### src/rtl/intc.sv
// Eight-source interrupt controller.
// Each source is level or edge sensitive. Pending-and-enabled sources raise a
// registered irq, the CPU claims the lowest-numbered candidate by reading CLAIM,
// and signals end of interrupt by writing the claimed index back to CLAIM.
module intc (
  input  logic        clk,
  input  logic        rst,
  input  logic [7:0]  src,
  input  logic        cs,
  input  logic        rd,
  input  logic        wr,
  input  logic [1:0]  addr,
  input  logic [31:0] data_in,
  output logic [31:0] data_out,
  output logic        irq
);

  localparam logic [1:0] ADDR_PENDING = 2'd0;
  localparam logic [1:0] ADDR_ENABLE  = 2'd1;
  localparam logic [1:0] ADDR_CLAIM   = 2'd2;
  localparam logic [1:0] ADDR_EDGE    = 2'd3;

  typedef enum logic [1:0] {
    IDLE    = 2'd0,
    ASSERT  = 2'd1,
    SERVICE = 2'd2
  } state_e;

  logic [7:0] pend_q, pend_d;
  logic [7:0] en_q, en_d;
  logic [7:0] edge_q, edge_d;
  logic [7:0] src_q;
  logic [2:0] claimed_q;
  logic       irq_q;
  state_e     state_q;

  logic       rd_en, wr_en;
  logic [7:0] cand;
  logic       cand_valid;
  logic [2:0] cand_idx;
  logic       claim, eoi;
  logic [7:0] w1c, claim_clr, rise;

  // Upper write-data bits carry no register state.
  logic       data_in_unused;
  assign data_in_unused = ^data_in[31:8];

  // Bus decode: a read wins over a simultaneous write.
  assign rd_en = cs & rd;
  assign wr_en = cs & wr & ~rd;

  // Candidate selection: lowest-numbered pending and enabled source wins.
  always_comb begin
    // NOTE: every always_comb output gets a default first so no latch is inferred.
    cand     = pend_q & en_q;
    cand_idx = 3'd0;
    for (int i = 7; i >= 0; i--) begin
      if (cand[i]) cand_idx = 3'(i);
    end
  end
  assign cand_valid = |cand;

  assign claim = rd_en && (addr == ADDR_CLAIM) && cand_valid && (state_q == ASSERT);
  assign eoi   = wr_en && (addr == ADDR_CLAIM) && (data_in[2:0] == claimed_q)
                 && (state_q == SERVICE);

  // Next pending: level bits follow src, edge bits set on a rise and clear on
  // W1C or claim, with a same-cycle rise taking precedence over the clear.
  always_comb begin
    w1c       = (wr_en && (addr == ADDR_PENDING)) ? data_in[7:0] : 8'h00;
    claim_clr = claim ? (8'h01 << cand_idx) : 8'h00;
    rise      = src & ~src_q;
    pend_d    = (edge_q & ((pend_q & ~(w1c | claim_clr)) | rise)) | (~edge_q & src);
    en_d      = (wr_en && (addr == ADDR_ENABLE)) ? data_in[7:0] : en_q;
    edge_d    = (wr_en && (addr == ADDR_EDGE))   ? data_in[7:0] : edge_q;
  end

  // Same-cycle read data straight from register state.
  always_comb begin
    data_out = 32'h0;
    if (rd_en) begin
      case (addr)
        ADDR_PENDING: data_out = {24'h0, pend_q};
        ADDR_ENABLE:  data_out = {24'h0, en_q};
        ADDR_CLAIM:   data_out = cand_valid ? {1'b1, 28'h0, cand_idx} : 32'h0;
        ADDR_EDGE:    data_out = {24'h0, edge_q};
        default:      data_out = 32'h0;
      endcase
    end
  end

  // Registered src copy; it also loads during reset so a line already high
  // is not seen as a rising edge when reset releases.
  always_ff @(posedge clk) begin
    // NOTE: sequential state uses non-blocking assignments only.
    src_q <= src;
  end

  // Register file: pending, enable and edge-select bits.
  always_ff @(posedge clk) begin
    if (rst) begin
      pend_q <= 8'h00;
      en_q   <= 8'h00;
      edge_q <= 8'h00;
    end else begin
      pend_q <= pend_d;
      en_q   <= en_d;
      edge_q <= edge_d;
    end
  end

  // Claim/EOI handshake FSM with registered irq, high exactly in ASSERT.
  always_ff @(posedge clk) begin
    if (rst) begin
      state_q   <= IDLE;
      claimed_q <= 3'd0;
      irq_q     <= 1'b0;
    end else begin
      case (state_q)
        IDLE: begin
          if (cand_valid) begin
            state_q <= ASSERT;
            irq_q   <= 1'b1;
          end
        end
        ASSERT: begin
          if (claim) begin
            state_q   <= SERVICE;
            claimed_q <= cand_idx;
            irq_q     <= 1'b0;
          end else if (!cand_valid) begin
            state_q <= IDLE;
            irq_q   <= 1'b0;
          end
        end
        SERVICE: begin
          if (eoi) begin
            state_q <= IDLE;
          end
        end
        default: begin
          state_q <= IDLE;
          irq_q   <= 1'b0;
        end
      endcase
    end
  end

  assign irq = irq_q;

endmodule

### config.mk
export PLATFORM = sky130hd
export DESIGN_NAME = intc
export DESIGN_NICKNAME = d
export VERILOG_FILES = /design/src/rtl/intc.sv
export SDC_FILE = /design/constraint.sdc
export NUM_CORES = 1
export LEC_CHECK = 0
export ABC_AREA = 1
export BUFFER_PORTS_ARGS = -buffer_cell sky130_fd_sc_hd__buf_2
export CAP_MARGIN = 10
export CORE_MARGIN = 2
export CORE_UTILIZATION = 49
export DETAILED_ROUTE_END_ITERATION = 12
export PLACE_DENSITY_LB_ADDON = 0.08
export RECOVER_POWER = 25
export SETUP_SLACK_MARGIN = 0.05
export SLEW_MARGIN = 20
export SYNTH_ARGS = -nofsm -noshare
export SYNTH_HDL_FRONTEND = slang
export SYNTH_SLANG_ARGS = --single-unit
### constraint.sdc
create_clock -name clk -period 1.65 [get_ports clk]
set_input_delay 0.33 -clock clk [delete_from_list [all_inputs] [get_ports clk]]
set_output_delay 0.33 -clock clk [all_outputs]
set_load 0.01 [all_outputs]
### Yosys cells after proc, flatten, opt, wreduce, memory -nomap -nowiden

Cells that the tools add are included.

* bits in registers: 38
* input port bits: 47
* output and inout bits: 33
* word-level logic and storage cells: 70

* equality and inequality tests: 9
* shifts and indexed selects: 1
* multiplexer cells: 22
* bitwise gates (word level): 16
* reduce and logical (&&, ||, !) cells: 15

Operators by type and width (count)
* $pmux 32 s4: 1
* $mux 32: 2
* $and 8x8->8: 5
* $mux 3: 8
* $not 8->8: 3
* $or 8x8->8: 3
* $mux 8: 2
* $logic_and 1x1->1: 9
* $mux 2: 4
* $reduce_or 8->1: 1
* $shl 1x3->8 const A: 1
* $eq 2x2->1 const B: 3
* $pmux 2 s3: 1
* $reduce_and 3->1: 2
* $eq 2x1->1 const B: 2
* $logic_not 2->1: 2
* $ne 2x2->1 const B: 2
* $and 1x1->1: 3
* $eq 3x3->1: 1
* $mux 1: 3
* $ne 3x3->1 const B: 1
* $pmux 1 s3: 1
* $not 1->1: 2
* $reduce_and 2->1: 1

### Longest topological paths before layout

* depth after elaboration: 17
* mapped depth: 12
* mapped depth without buffers: 12

### Least setup slack after synthesis

OpenSTA, ideal clock, no wires.

* path type: reg-to-output
* start: register pend_q[6]
* end: output data_out[1]
* arrival: 1.167 ns
* data required time: 1.320 ns
* path slack: 0.153 ns
* cell stages (with the launch flop): 9
* buffers on the path: 0
* path through: dfxtp_1 nand2_1 nand2_2 nand3_1 nand2_1 nand3_2 o21ai_0 a21oi_1 a21oi_1

* longest elaborated chain between the ends: 11

RTL lines
* from (decl): RTL line 29 `logic [7:0] pend_q, pend_d;`
* from (signal assigned): RTL line 106 `pend_q <= pend_d;`
* $and 8x8->8 (*): RTL line 55 `cand = pend_q & en_q;`
* $mux 3 (7 in a row): RTL line 58 `if (cand[i]) cand_idx = 3'(i);`
* $mux 32 (*): RTL line 85 `ADDR_CLAIM: data_out = cand_valid ? {1'b1, 28'h0, cand_idx} : 32'h0;`
* $pmux 32 s4 (*): RTL line 82 `case (addr)`
* $mux 32 (*): RTL line 81 `if (rd_en) begin`
* to (decl): RTL line 14 `output logic [31:0] data_out,`

Mark *: on every way between the ends. The rest lies on a longest branch, timed or not.

### Final worst setup path

* start: register en_q[6]
* end: output data_out[1]

* longest elaborated chain between the ends: 11

RTL lines
* from (decl): RTL line 30 `logic [7:0] en_q, en_d;`
* from (signal assigned): RTL line 107 `en_q <= en_d;`
* $and 8x8->8 (*): RTL line 55
* $mux 3 (7 in a row): RTL line 58
* $mux 32 (*): RTL line 85
* $pmux 32 s4 (*): RTL line 82
* $mux 32 (*): RTL line 81

Marked as above.

==> impl_metrics.py <==
metrics = {
    "outcome": {
        "status": "finished with violations",
        "violations": "setup timing",
    },
    "timing": {
        "fin_worst_skew_ps": 5.720,
        "hold_viol_final": 0,
        "finalCritPeriodShare_pct": 109.9,
        "rsz0062_at_grt": "true",
        "holdWs_ps": 146.8,
        "fin_crit_ps": 1813,
        "fmax_mhz": 551.5,
        "setup_viol_count_final": 5,
        "setup_tns_ps": -522.4,
        "maxSlewViolCount": 0,
        "fin_ws_ps": -163.3,
    },
    "cts": {
        "cts_sinks": 38,
        "clk_pin_slew_worst_paths_ps": 80,
        "numCtsBuffers": 5,
        "cts_tree": "built",
        "htree_num_levels": 2,
        "worstSkewPairLatency_ps": 290,
        "cts_root_buffer": "clkbuf_8",
        "clockBufferDepth": 2,
    },
    "synth": {
        "ys_warn_count": 0,
        "synthMuxAreaShare_pct": 0,
        "synth_top_family_by_area": "simple AND/OR/NAND/NOR gates",
        "seq_area_frac_synth_pct": 36.74,
        "synthAdderAreaFrac_pct": 0,
        "synthFlopType": "dfxtp_1",
        "synth.distinct_cells": 28,
        "synth_area_sq_um": 2071,
        "synthXorXnorAreaFrac_pct": 0.4230,
        "synth_edf_count": 0,
        "ys_seq_elements": 38,
        "syn-instance-count": 294,
        "synthArstFlopShare_pct": 0,
        "synth-simple-area-share_pct": 32.33,
        "synth_area_per_cell_sq_um": 7.043,
        "synth_compound_area_share_pct": 14.86,
    },
    "floorplanning": {
        "coreArea_sq_um": 4029,
        "num_rows": 23,
        "die_area_sq_um": 4762,
        "die_w_microns": 69.01,
        "pin_count": 80,
        "start_util_pct": 51.40,
        "die_y_microns": 69.01,
    },
    "worst_setup_path": {
        "crit_path_max_incr_delay_ps": 360,
        "path_cells": "nand2_4 > nand2_4 > nand3_4 > nand2_2 > nand3_2 > o21ai_2 > a21oi_2 > a21oi_2 > buf_2",
        "cp_max_fo": 3,
        "timing.rr.start": "pend_q[5]",
        "worstSetupStartpointType": "flip-flop",
        "crit_type": "reg2out",
        "crit_slowest_cell": "dfxtp_2",
        "cp_top_family": "simple AND/OR/NAND/NOR gates",
        "crit_start": "en_q[6]",
        "worst-path-buf-inv": 1,
        "end_kind": "primary output",
        "regToRegEndpoint": "pend_q[2]",
        "worstRegToRegCells": 10,
        "arrival_ps": 1480,
        "crit_required_ps": 1320,
        "rrSetupSlack_ps": 120,
    },
    "finish": {
        "finalCoreUtilization_pct": 67.30,
        "stdcell_area_sq_um": 2711,
        "syn2layout_area_growth_pct": 30.94,
        "antenna-diode-count": 0,
        "drive_above_1_share_pct": 35.36,
        "final_nets": 408,
    },
    "detailed_routing": {
        "vias": 2068,
        "routedWlPerCell_microns": 13.17,
        "drt_pass1_iterations": 4,
        "drc": 0,
        "viasPerCell": 5.019,
        "postRouteAntennaNets": 0,
        "routed_wl_mm": 5.424,
        "drt_iter0_markers": 112,
    },
    "pwr": {
        "p_per_area_nw_per_um2": 810.7,
        "vdd_drop_max_mv": 0.4957,
        "p_leak_nw": 1.325,
    },
    "place": {
        "hpwlAfterDp_mm": 3.764,
        "gp_congestion": 0.9523,
        "portBuffers": 32,
        "place_area_sq_um": 2308,
    },
    "global_routing": {
        "antenna_found_initial": 0,
        "track_usage_pct": 22.71,
        "grt_max_degree": 18,
        "grt_first_pass_wirelength_mm": 8.659,
        "grt-ovfl-total": 0,
        "grt_pass1_vias": 1870,
    },
    "min_path": {
        "hold_class": "in2reg",
        "hold_path_end": "src_q[3]",
        "hp-start": "src[3]",
        "whs_path_depth": 1,
    },
    "run": {
        "max-cap-violations": 0,
    },
}
worst register-to-register path, delay by kind of cell, from the launching register on:
family	cells	cell delay, ps
AOI/OAI and AO/OA	1	60
and+or+nand+nor	7	760
buffers and inverters	2	260
DFF	1	340
metal layers:
| metal | vias to the layer above | track usage (%) | part of all wire (%) |
|---|---|---|---|
| met5 | - | 0 | 0 |
| met3 | 6 | 4.240 | 5.4 |
| met2 | 82 | 37.50 | 47 |
| li1 | 1030 | - | - |
| met1 | 950 | 30.21 | 46 |
| met4 | 0 | 6.536 | 0.98 |
per-stage QoR:
step / power [mW] / worst slack [ps] / std cells
2_1_floorplan: 1.148 / 153.3 / 316
3_3_place_gp: 1.197 / 54.58 / 388
3_5_place_dp: 1.202 / 41.06 / 388
4_1_cts: 2.188 / -166.3 / 402
5_1_grt: 2.277 / -250.5 / 412
6_report: 2.198 / -163.3 / 412
layout make-up:
type / count / area, sq um
repair buffers: 63 / 395.4
fillers: 377 / 1318
flip-flops and latches: 38 / 783.3
clock buffers: 6 / 82.58
clock inverters: 2 / 60.06
well taps: 50 / 62.56
multi-input cells: 217 / 1191
inverters: 36 / 136.4
synthesized netlist by cell type, types with 2 or more instances:
| cell type | count | area, sq um |
|---|---|---|
| nand2_1 | 76 | 285.3 |
| dfxtp_1 | 38 | 760.7 |
| inv_1 | 33 | 123.9 |
| a21oi_1 | 28 | 140.1 |
| buf_4 | 23 | 172.7 |
| nor2_1 | 21 | 78.83 |
| o21ai_0 | 19 | 95.09 |
| nand3_1 | 11 | 55.05 |
| nor2_4 | 8 | 90.09 |
| nand4_1 | 7 | 43.79 |
| nand2_2 | 5 | 31.28 |
| o211ai_1 | 4 | 30.03 |
| nand2_4 | 3 | 33.78 |
| clkbuf_1 | 2 | 7.510 |
| nand3_2 | 2 | 20.02 |
| o21ai_1 | 2 | 10.01 |
power by group:
part	switching, mW	leakage (nW)	internal [mW]
Sequential	0.0246	0.318	0.951
Clock	0.334	0.0714	0.645
Combinational	0.152	0.935	0.0914
Total	0.511	1.33	1.69
worst max-delay path by stage:
| stage | endpoint | cells past startpoint | slack (ps) |
|---|---|---|---|
| after floorplan | data_out[1] | 8 | 150 |
| after global placement | data_out[1] | 9 | 50 |
| after detailed placement | data_out[1] | 9 | 40 |
| after CTS | data_out[1] | 9 | -170 |
| after global routing | data_out[1] | 9 | -250 |
| final | data_out[1] | 9 | -160 |
layout by cell type (no fill, tap or decap), drive strengths merged, types with 2 or more instances in the layout:
| cell type | n |
|---|---|
| a21oi | 28 |
| buf | 59 |
| bufinv | 2 |
| clkbuf | 10 |
| conb | 23 |
| dfxtp | 38 |
| inv | 34 |
| nand2 | 84 |
| nand3 | 14 |
| nand4 | 7 |
| nor2 | 30 |
| o211ai | 4 |
| o21ai | 21 |
kinds of logic after synthesis:
group | Yosys count
AO/OA/AOI/OAI | 57
XOR/XNOR | 1
buffers and inverters | 61
flip-flops | 38
other | 1
AND/OR/NAND/NOR | 136
state kept, by name (all words and copies together) (netlist names):
name / cells
edge_q: 8
state_q: 2
irq: 1
src_q: 8
en_q: 8
claimed_q: 3
pend_q: 8
repair_timing:
action / CTS / global route
hold buffers: 0 / 0
endpoints found under the setup margin: 4 / 16
pin swaps: 5 / 12
resized for setup: 30 / 26
setup buffers: 6 / 11
No activity file was read; power rests on OpenSTA's default activity.
